**config.mk**
```make
export PLATFORM = sky130hd
export DESIGN_NAME = ring_load_sequencer
export DESIGN_NICKNAME = d
export VERILOG_FILES = /design/src/rtl/ring_seq_pkg.sv /design/src/rtl/ring_step_counter.sv /design/src/rtl/ring_load_sequencer.sv
export SDC_FILE = /design/constraint.sdc
export NUM_CORES = 1
export LEC_CHECK = 0
export CORE_MARGIN = 2
export CORE_UTILIZATION = 48
export DETAILED_ROUTE_END_ITERATION = 10
export PLACE_DENSITY = 0.84
export SLEW_MARGIN = 20
export SYNTH_ARGS = -nofsm -noshare
export SYNTH_HDL_FRONTEND = slang
export SYNTH_SLANG_ARGS = --single-unit
```
**constraint.sdc**
```tcl
create_clock -name clk -period 5.25 [get_ports clk]
set_input_delay 0.525 -clock clk [delete_from_list [all_inputs] [get_ports clk]]
set_output_delay 0.525 -clock clk [all_outputs]
set_load 0.02 [all_outputs]
```
**src/rtl/ring_seq_pkg.sv**
```systemverilog
// rtl/ring_seq_pkg.sv - shared state type, default sizes and rotate helper for the ring load sequencer
package ring_seq_pkg;

    typedef enum logic [1:0] {
        ST_IDLE = 2'd0,
        ST_LOAD = 2'd1,
        ST_RUN  = 2'd2,
        ST_DONE = 2'd3
    } seq_state_t;

    localparam int DEFAULT_WIDTH  = 8;
    localparam int DEFAULT_STEP_W = 5;

    // Rotate the low w bits of v left by n places; bits above w are cleared.
    function automatic logic [63:0] rotl(input logic [63:0] v, input int unsigned w,
                                         input int unsigned n);
        logic [63:0] mask;
        logic [63:0] r;
        mask = (w >= 64) ? '1 : ((64'd1 << w) - 64'd1);
        r    = v & mask;
        for (int i = 0; i < 64; i++) begin
            if (i < n) begin
                r = ((r << 1) | ((r >> (w - 1)) & 64'd1)) & mask;
            end
        end
        return r;
    endfunction

endpackage

```
**src/rtl/ring_step_counter.sv**
```systemverilog
// rtl/ring_step_counter.sv - loadable down-counter holding the remaining rotation count
module ring_step_counter #(
    parameter int W = 5
) (
    input  logic         clk,
    input  logic         rst,
    input  logic         load,
    input  logic [W-1:0] load_value,
    input  logic         clear,
    input  logic         dec,
    output logic [W-1:0] count,
    output logic         zero_next
);

    // Flags the edge on which the count reaches zero through a decrement.
    assign zero_next = dec & (count == W'(1));

    always_ff @(posedge clk or posedge rst) begin
        if (rst) begin
            count <= '0;
        end else if (clear) begin
            count <= '0;
        end else if (load) begin
            count <= load_value;
        end else if (dec && (count != '0)) begin
            count <= count - W'(1);
        end
    end

endmodule

```
**src/rtl/ring_load_sequencer.sv**
```systemverilog
// rtl/ring_load_sequencer.sv - loads a pattern into the ring shift register and rotates it N enabled cycles
module ring_load_sequencer
    import ring_seq_pkg::*;
#(
    parameter int WIDTH  = DEFAULT_WIDTH,
    parameter int STEP_W = DEFAULT_STEP_W
) (
    input  logic              clk,
    input  logic              rst,
    input  logic              cmd_valid,
    output logic              cmd_ready,
    input  logic [WIDTH-1:0]  cmd_pattern,
    input  logic [STEP_W-1:0] cmd_steps,
    input  logic              pause,
    input  logic              abort,
    output logic              sr_load,
    output logic              sr_en,
    output logic [WIDTH-1:0]  sr_data,
    output logic              busy,
    output logic              done,
    output logic [STEP_W-1:0] steps_left,
    output logic [WIDTH-1:0]  exp_q
);

    seq_state_t state;
    seq_state_t state_next;
    logic       handshake;
    logic       rotate;
    logic       last_step;

    assign cmd_ready = (state == ST_IDLE) || (state == ST_DONE);
    assign busy      = (state == ST_LOAD) || (state == ST_RUN);
    assign done      = (state == ST_DONE);
    assign sr_load   = (state == ST_LOAD);
    assign sr_en     = (state == ST_LOAD) || ((state == ST_RUN) && !pause);

    // Abort wins over a same-cycle handshake and over a pending rotation.
    assign handshake = cmd_valid & cmd_ready & ~abort;
    assign rotate    = (state == ST_RUN) & sr_en & ~abort;

    ring_step_counter #(
        .W(STEP_W)
    ) u_step_counter (
        .clk        (clk),
        .rst        (rst),
        .load       (handshake),
        .load_value (cmd_steps),
        .clear      (abort),
        .dec        (rotate),
        .count      (steps_left),
        .zero_next  (last_step)
    );

    always_ff @(posedge clk or posedge rst) begin
        if (rst) begin
            state <= ST_IDLE;
        end else begin
            state <= state_next;
        end
    end

    always_comb begin
        state_next = state;
        case (state)
            ST_IDLE: begin
                if (handshake) begin
                    state_next = ST_LOAD;
                end
            end
            ST_LOAD: begin
                state_next = (steps_left != '0) ? ST_RUN : ST_DONE;
            end
            ST_RUN: begin
                if (last_step) begin
                    state_next = ST_DONE;
                end
            end
            ST_DONE: begin
                state_next = handshake ? ST_LOAD : ST_IDLE;
            end
            default: begin
                state_next = ST_IDLE;
            end
        endcase
        if (abort) begin
            state_next = ST_IDLE;
        end
    end

    // exp_q mirrors the external register: loaded with the pattern, rotated on each RUN enable.
    always_ff @(posedge clk or posedge rst) begin
        if (rst) begin
            sr_data <= '0;
            exp_q   <= '0;
        end else if (handshake) begin
            sr_data <= cmd_pattern;
            exp_q   <= cmd_pattern;
        end else if (rotate) begin
            exp_q   <= WIDTH'(rotl(64'(exp_q), WIDTH, 1));
        end
    end

endmodule

```
==> impl_metrics.yaml, run 1 <==
timing:
  fin_crit_sh_pct: 46.0
  fin_setup_tns_ps: 0
  rsz0062_at_grt: "no"
  worstMarginPinSlew_ps: 843
  setup_viol: 0
  finalHoldViolCount: 0
  fin_skew_ps: 8.16
  relSlewSlack_pct: 43.7
  holdWs_ps: 488
  max_freq_mhz: 414
  period_needed_ps: 2420
  finalMaxSlewViolations: 0
floorplan:
  rows: 18
  die_x_um: 55.4
  ios: 44
  die_h_um: 55.4
  dieArea_mm2: 0.00307
  core_mm2: 0.00250
  start_util_pct: 50.8
pwr:
  ir_drop_mv: 0.398
  p_leak_nw: 0.758
  power_mw: 1.03
  p_per_area_mw_per_mm2: 595
clock_network:
  post_cts_buffers: 0
  clock_sinks: 23
  cts_tree: "built"
  cts_root_buf: "clkbuf_4"
  clkSlewWorstSetupHoldPaths_ps: 110
  ctsLongestPathBuffers: 2
  h-tree-depth: 1
  cts_made_buffers: 3
  clkLatencyLatePin_ps: 300
  cts_hold_buf: 0
  cts.repair.resized: 0
job:
  maxCapViolations: 0
layout:
  finalNetCount: 195
  n_antenna_cell: 0
  area_growth_pct: 37.0
  drive_gt1_share_pct: 8.33
  fin_util_pct: 69.5
  final_cell_area_mm2: 0.00174
detailed_routing:
  drt_iter0_drc: 23
  drc: 0
  ant_nets: 0
  via_per_inst: 5.45
  num_vias: 1080
  routed_wirelength_mm: 2.92
  dr.pass1.iters: 4
  wl_per_cell_um: 14.7
synth:
  yosysTopAreaCell: "dfrtp_1"
  synth_cell_types: 37
  synth_edf_count: 0
  synthesis.area_mm2: 0.00127
  ys_seq_area_share_pct: 45.4
  netlist_top_cells_count: "nand2_1, dfrtp_1, o21ai_0"
  synthArstFlopShare_pct: 100
  synthCells: 126
  syn_avg_cell_area_um2: 10.1
  yosys-top-cells-area: "dfrtp_1, nand2_1, ha_1, mux2i_1, o21ai_0"
  synth_top_area_share_pct: 45.4
  yosysMostFrequentCell: "nand2_1"
  ys_ff_latch: 23
  ys_warn_count: 0
  ys.flop_type: "dfrtp_1"
  synth_nets: 152
placed_design:
  dpl.hpwl_mm: 2.20
  routabilityCongestion: 0.807
  place_area_mm2: 0.00171
  port_buffers: 43
worst_setup_path:
  critPathCaptureType: "output port"
  max_stage_delay_ps: 600
  worstPathMaxFanout: 4
  slowest_stage: "clkdlybuf4s50_1"
  cp_data_arrival_time_ps: 1890
  cp_common_cell: "inv_1"
  worstSetupStartpointType: "flip-flop"
  critPathTopFamily: "buffers and inverters"
  cp.buffers_inverters: 3
  cp.required_ps: 4720
  crit_chain: "inv_1 -> ha_1 -> inv_1 -> clkdlybuf4s50_1"
  worstSetupPathType: "reg -> out"
run_status:
  run_status: "complete, no violations"
global_routing:
  grt_max_degree: 24
  grt_util_all_layers_pct: 19.6
  overflow: 0
  antenna_found_initial: 0
  grt_pass1_wl_mm: 4.86
  grt_pass1_vias: 1100
min_path:
  hold_path_class: "reg -> reg"
worst min-delay path, stage by stage, from the launching register on:
cell	delay, ps
dfrtp_1	360
nand2_1	50
nand2_1	50
sequential cells by signal (all words and copies together) (netlist names):
signal and cells:
exp_q 8, sr_data 8, u_step_counter.count 5, state 2
layout by cell type, fill, tap and decap left out, types with 3 or more instances in the layout:
| master | netlist | layout |
|---|---|---|
| clkbuf_4 | 0 | 3 |
| clkdlybuf4s50_1 | 0 | 43 |
| dfrtp_1 | 23 | 23 |
| ha_1 | 8 | 8 |
| inv_1 | 8 | 8 |
| mux2i_1 | 9 | 9 |
| nand2_1 | 29 | 29 |
| nand2b_1 | 3 | 3 |
| o21ai_0 | 10 | 10 |
kinds of logic (layout without fill, tap and decap cells):
| family | after synthesis | in the layout | share of synthesized area (%) |
|---|---|---|---|
| simple gates | 50 | 50 | 21.7 |
| flops | 23 | 23 | 45.4 |
| buf+inv | 13 | 55 | 4.83 |
| fa+ha+maj | 8 | 8 | 7.89 |
| mux | 10 | 10 | 7.99 |
| compound gates | 22 | 22 | 12.2 |
metrics by stage:
step | setup WS (ps) | cells
2_1_floorplan | 3390 | 126
3_3_place_gp | 2660 | 194
3_5_place_dp | 2560 | 194
4_1_cts | 2850 | 198
5_1_grt | 2720 | 198
6_report | 2830 | 198
final timing paths:
| path | from | endpoint | slack [ps] | cells after the start |
|---|---|---|---|---|
| worst max-delay path | state[0] | cmd_ready | 2830 | 4 |
| worst min-delay path | sr_data[7] | sr_data[7] | 490 | 2 |
| worst max register to register | state[0] | state[0] | 3160 | 6 |
| worst min register to register | sr_data[7] | sr_data[7] | 490 | 2 |
| max in group asynchronous | rst | state[0] | 4040 | 2 |
| min in group asynchronous | rst | sr_data[1] | 690 | 2 |
report_power, final:
group	total (mW)	internal, mW	leakage (nW)	switching (mW)
Clock	0.0783	0.0296	0.0150	0.0487
Sequential	0.324	0.256	0.291	0.0684
Combinational	0.631	0.296	0.451	0.336
metal layers:
layer	GRT usage [%]	vias to the layer above	wire (µm)
met4	5.92	0	14
met1	23.5	519	1220
met2	34.4	44	1490
met5	0	-	0
li1	-	515	-
met3	5.15	2	198
layout make-up:
cell class	count	area [µm²]
Clock buffer	4	26.3
Multi-Input combinational cell	90	638
Timing Repair Buffer	43	430
Fill cell	203	762
Tap cell	30	37.5
Sequential cell	23	576
Inverter	8	30.0
(Power assumes the default switching activity.)
==> run 2: changes to the inputs <==
--- a/config.mk
+++ b/config.mk
@@ -6,9 +6,9 @@
 export NUM_CORES = 1
 export LEC_CHECK = 0
 export CORE_MARGIN = 2
-export CORE_UTILIZATION = 48
+export CORE_UTILIZATION = 44
 export DETAILED_ROUTE_END_ITERATION = 10
-export PLACE_DENSITY = 0.84
+export PLACE_DENSITY = 0.78
 export SLEW_MARGIN = 20
 export SYNTH_ARGS = -nofsm -noshare
 export SYNTH_HDL_FRONTEND = slang
==> constraint.sdc (replaced) <==
create_clock -name clk -period 2.45 [get_ports clk]
set_input_delay 0.245 -clock clk [delete_from_list [all_inputs] [get_ports clk]]
set_output_delay 0.245 -clock clk [all_outputs]
set_load 0.02 [all_outputs]
==> run 2 against run 1 <==
  * Sequential share of layout area down 0.33 points
  * Via count down 0.83%
  * Sequential power up 110%
  * Critical endpoint unchanged
==> impl_metrics.yaml, run 2 (synthesis gave the netlist of run 1 again) <==
layout:
  mostFrequentLayoutCells: "clkdlybuf4s50_1, nand2_1, dfrtp_1"
  top_regs: "exp_q x8, sr_data x8, u_step_counter.count x5"
  drive_gt1_share_pct: 9.94
  fin_util_pct: 63.7
  area_growth_pct: 38.4
  nFillCells: 240
  final_common_cell: "clkdlybuf4s50_1"
  n_antenna_cell: 0
  final_cell_area_mm2: 0.00176
  finalNetCount: 198
worst_setup_path:
  cp_data_arrival_time_ps: 1850
  worstSetupPathType: "reg -> out"
  worstSetupStartpointType: "flip-flop"
  worstPathMaxFanout: 4
  critPathCaptureType: "output port"
  cp.required_ps: 2200
clock_network:
  cts_tree: "built"
  ctsLongestPathBuffers: 2
  clkSlewWorstSetupHoldPaths_ps: 130
  clock_sinks: 23
  clkLatencyLatePin_ps: 300
  cts_root_buf: "clkbuf_4"
  post_cts_buffers: 0
  cts_hold_buf: 0
  h-tree-depth: 1
  cts.repair.resized: 0
  cts_made_buffers: 3
timing:
  relSlewSlack_pct: 67.5
  max_freq_mhz: 477
  fin_skew_ps: 7.98
  fin_setup_tns_ps: 0
  worstMarginPinSlew_ps: 487
  finalHoldViolCount: 0
  period_needed_ps: 2100
  setup_viol: 0
  finalMaxSlewViolations: 0
  worst_slack_ps: 352
  fin_crit_sh_pct: 85.6
  rsz0062_at_grt: "no"
floorplan:
  die_h_um: 57.7
  die_x_um: 57.7
  core_mm2: 0.00276
  ios: 44
  rows: 19
  start_util_pct: 46.0
  dieArea_mm2: 0.00333
global_routing:
  grt_util_all_layers_pct: 18.8
  grt_max_degree: 24
  antenna_found_initial: 0
  grt_pass1_vias: 1157
  overflow: 0
  grt_pass1_wl_mm: 4.93
pwr:
  swShare_pct: 43.2
  switchingPower_mw: 0.952
  p_leak_nw: 0.771
  seq_power_share_pct: 31.4
  p_int_mw: 1.25
  pwr-share-comb_pct: 60.7
  power_mw: 2.21
  p_per_area_mw_per_mm2: 1260
  ir_drop_mv: 0.847
  pwr-share-clk_pct: 7.9
detailed_routing:
  num_vias: 1071
  routed_wirelength_mm: 2.86
  dr.pass1.iters: 3
  drt_iter0_drc: 17
  ant_nets: 0
  wl_per_cell_um: 14.2
  drc: 0
  via_per_inst: 5.30
run_status:
  run_status: "complete, no violations"
placed_design:
  dpl_worst_slack_ps: 405
  port_buffers: 43
  dpl.hpwl_mm: 2.22
  place_area_mm2: 0.00173
  routabilityCongestion: 0.713
min_path:
  hold_path_class: "in -> async"
job:
  maxCapViolations: 0
run 2: changes by cell type in the layout (fill, tap and decap cells not counted):
cell | before | now
buf_4 | 0 | 3
nor3b_2 | 0 | 1
nor3b_4 | 1 | 0
run 2: power groups by stage:
stage | logic, mW | clock network [mW] | registers, mW
after floorplan | 0.606 | 0 | 0.862
after global placement | 1.32 | 0 | 0.692
after detailed placement | 1.35 | 0 | 0.700
after CTS | 1.35 | 0.177 | 0.698
after global routing | 1.45 | 0.198 | 0.720
final | 1.34 | 0.174 | 0.693
run 2: worst paths after layout:
path	endpoint	depth (start not counted)	startpoint	slack, ps
min in group clk	sr_data[4]	3	cmd_pattern[4]	470
worst max register to register	exp_q[2]	6	state[1]	510
worst min register to register	sr_data[0]	2	sr_data[0]	490
worst max-delay path	cmd_ready	4	state[0]	350
max in group asynchronous	exp_q[5]	3	rst	1940
worst min-delay path	u_step_counter.count[2]	3	rst	270
run 2: area by class of cell:
cell class                      count  area, µm²  area share (%)
Tap cell                           31       38.8            2.21
Sequential cell                    23        576            32.8
Multi-Input combinational cell     90        632            36.0
Timing Repair Buffer               46        453            25.8
Clock buffer                        4       26.3            1.50
Inverter                            8       30.0            1.71
run 2: routing by layer:
layer / global-route usage [%] / share of wire, %
met1: 23.1 / 43
met2: 34.3 / 50
met3: 3.35 / 6.4
met4: 4.65 / 0.63
met5: 0 / 0
run 2: stage by stage:
step	hold slack, ps	instances
after floorplan	247	126
after global placement	460	198
after detailed placement	466	198
after CTS	281	202
after global routing	316	202
final	274	202
run 2: critical path, stage by stage, from the launching register on:
cell and delay [ps]:
dfrtp_1 410, inv_1 100, ha_1 360, inv_1 90, clkdlybuf4s50_1 600
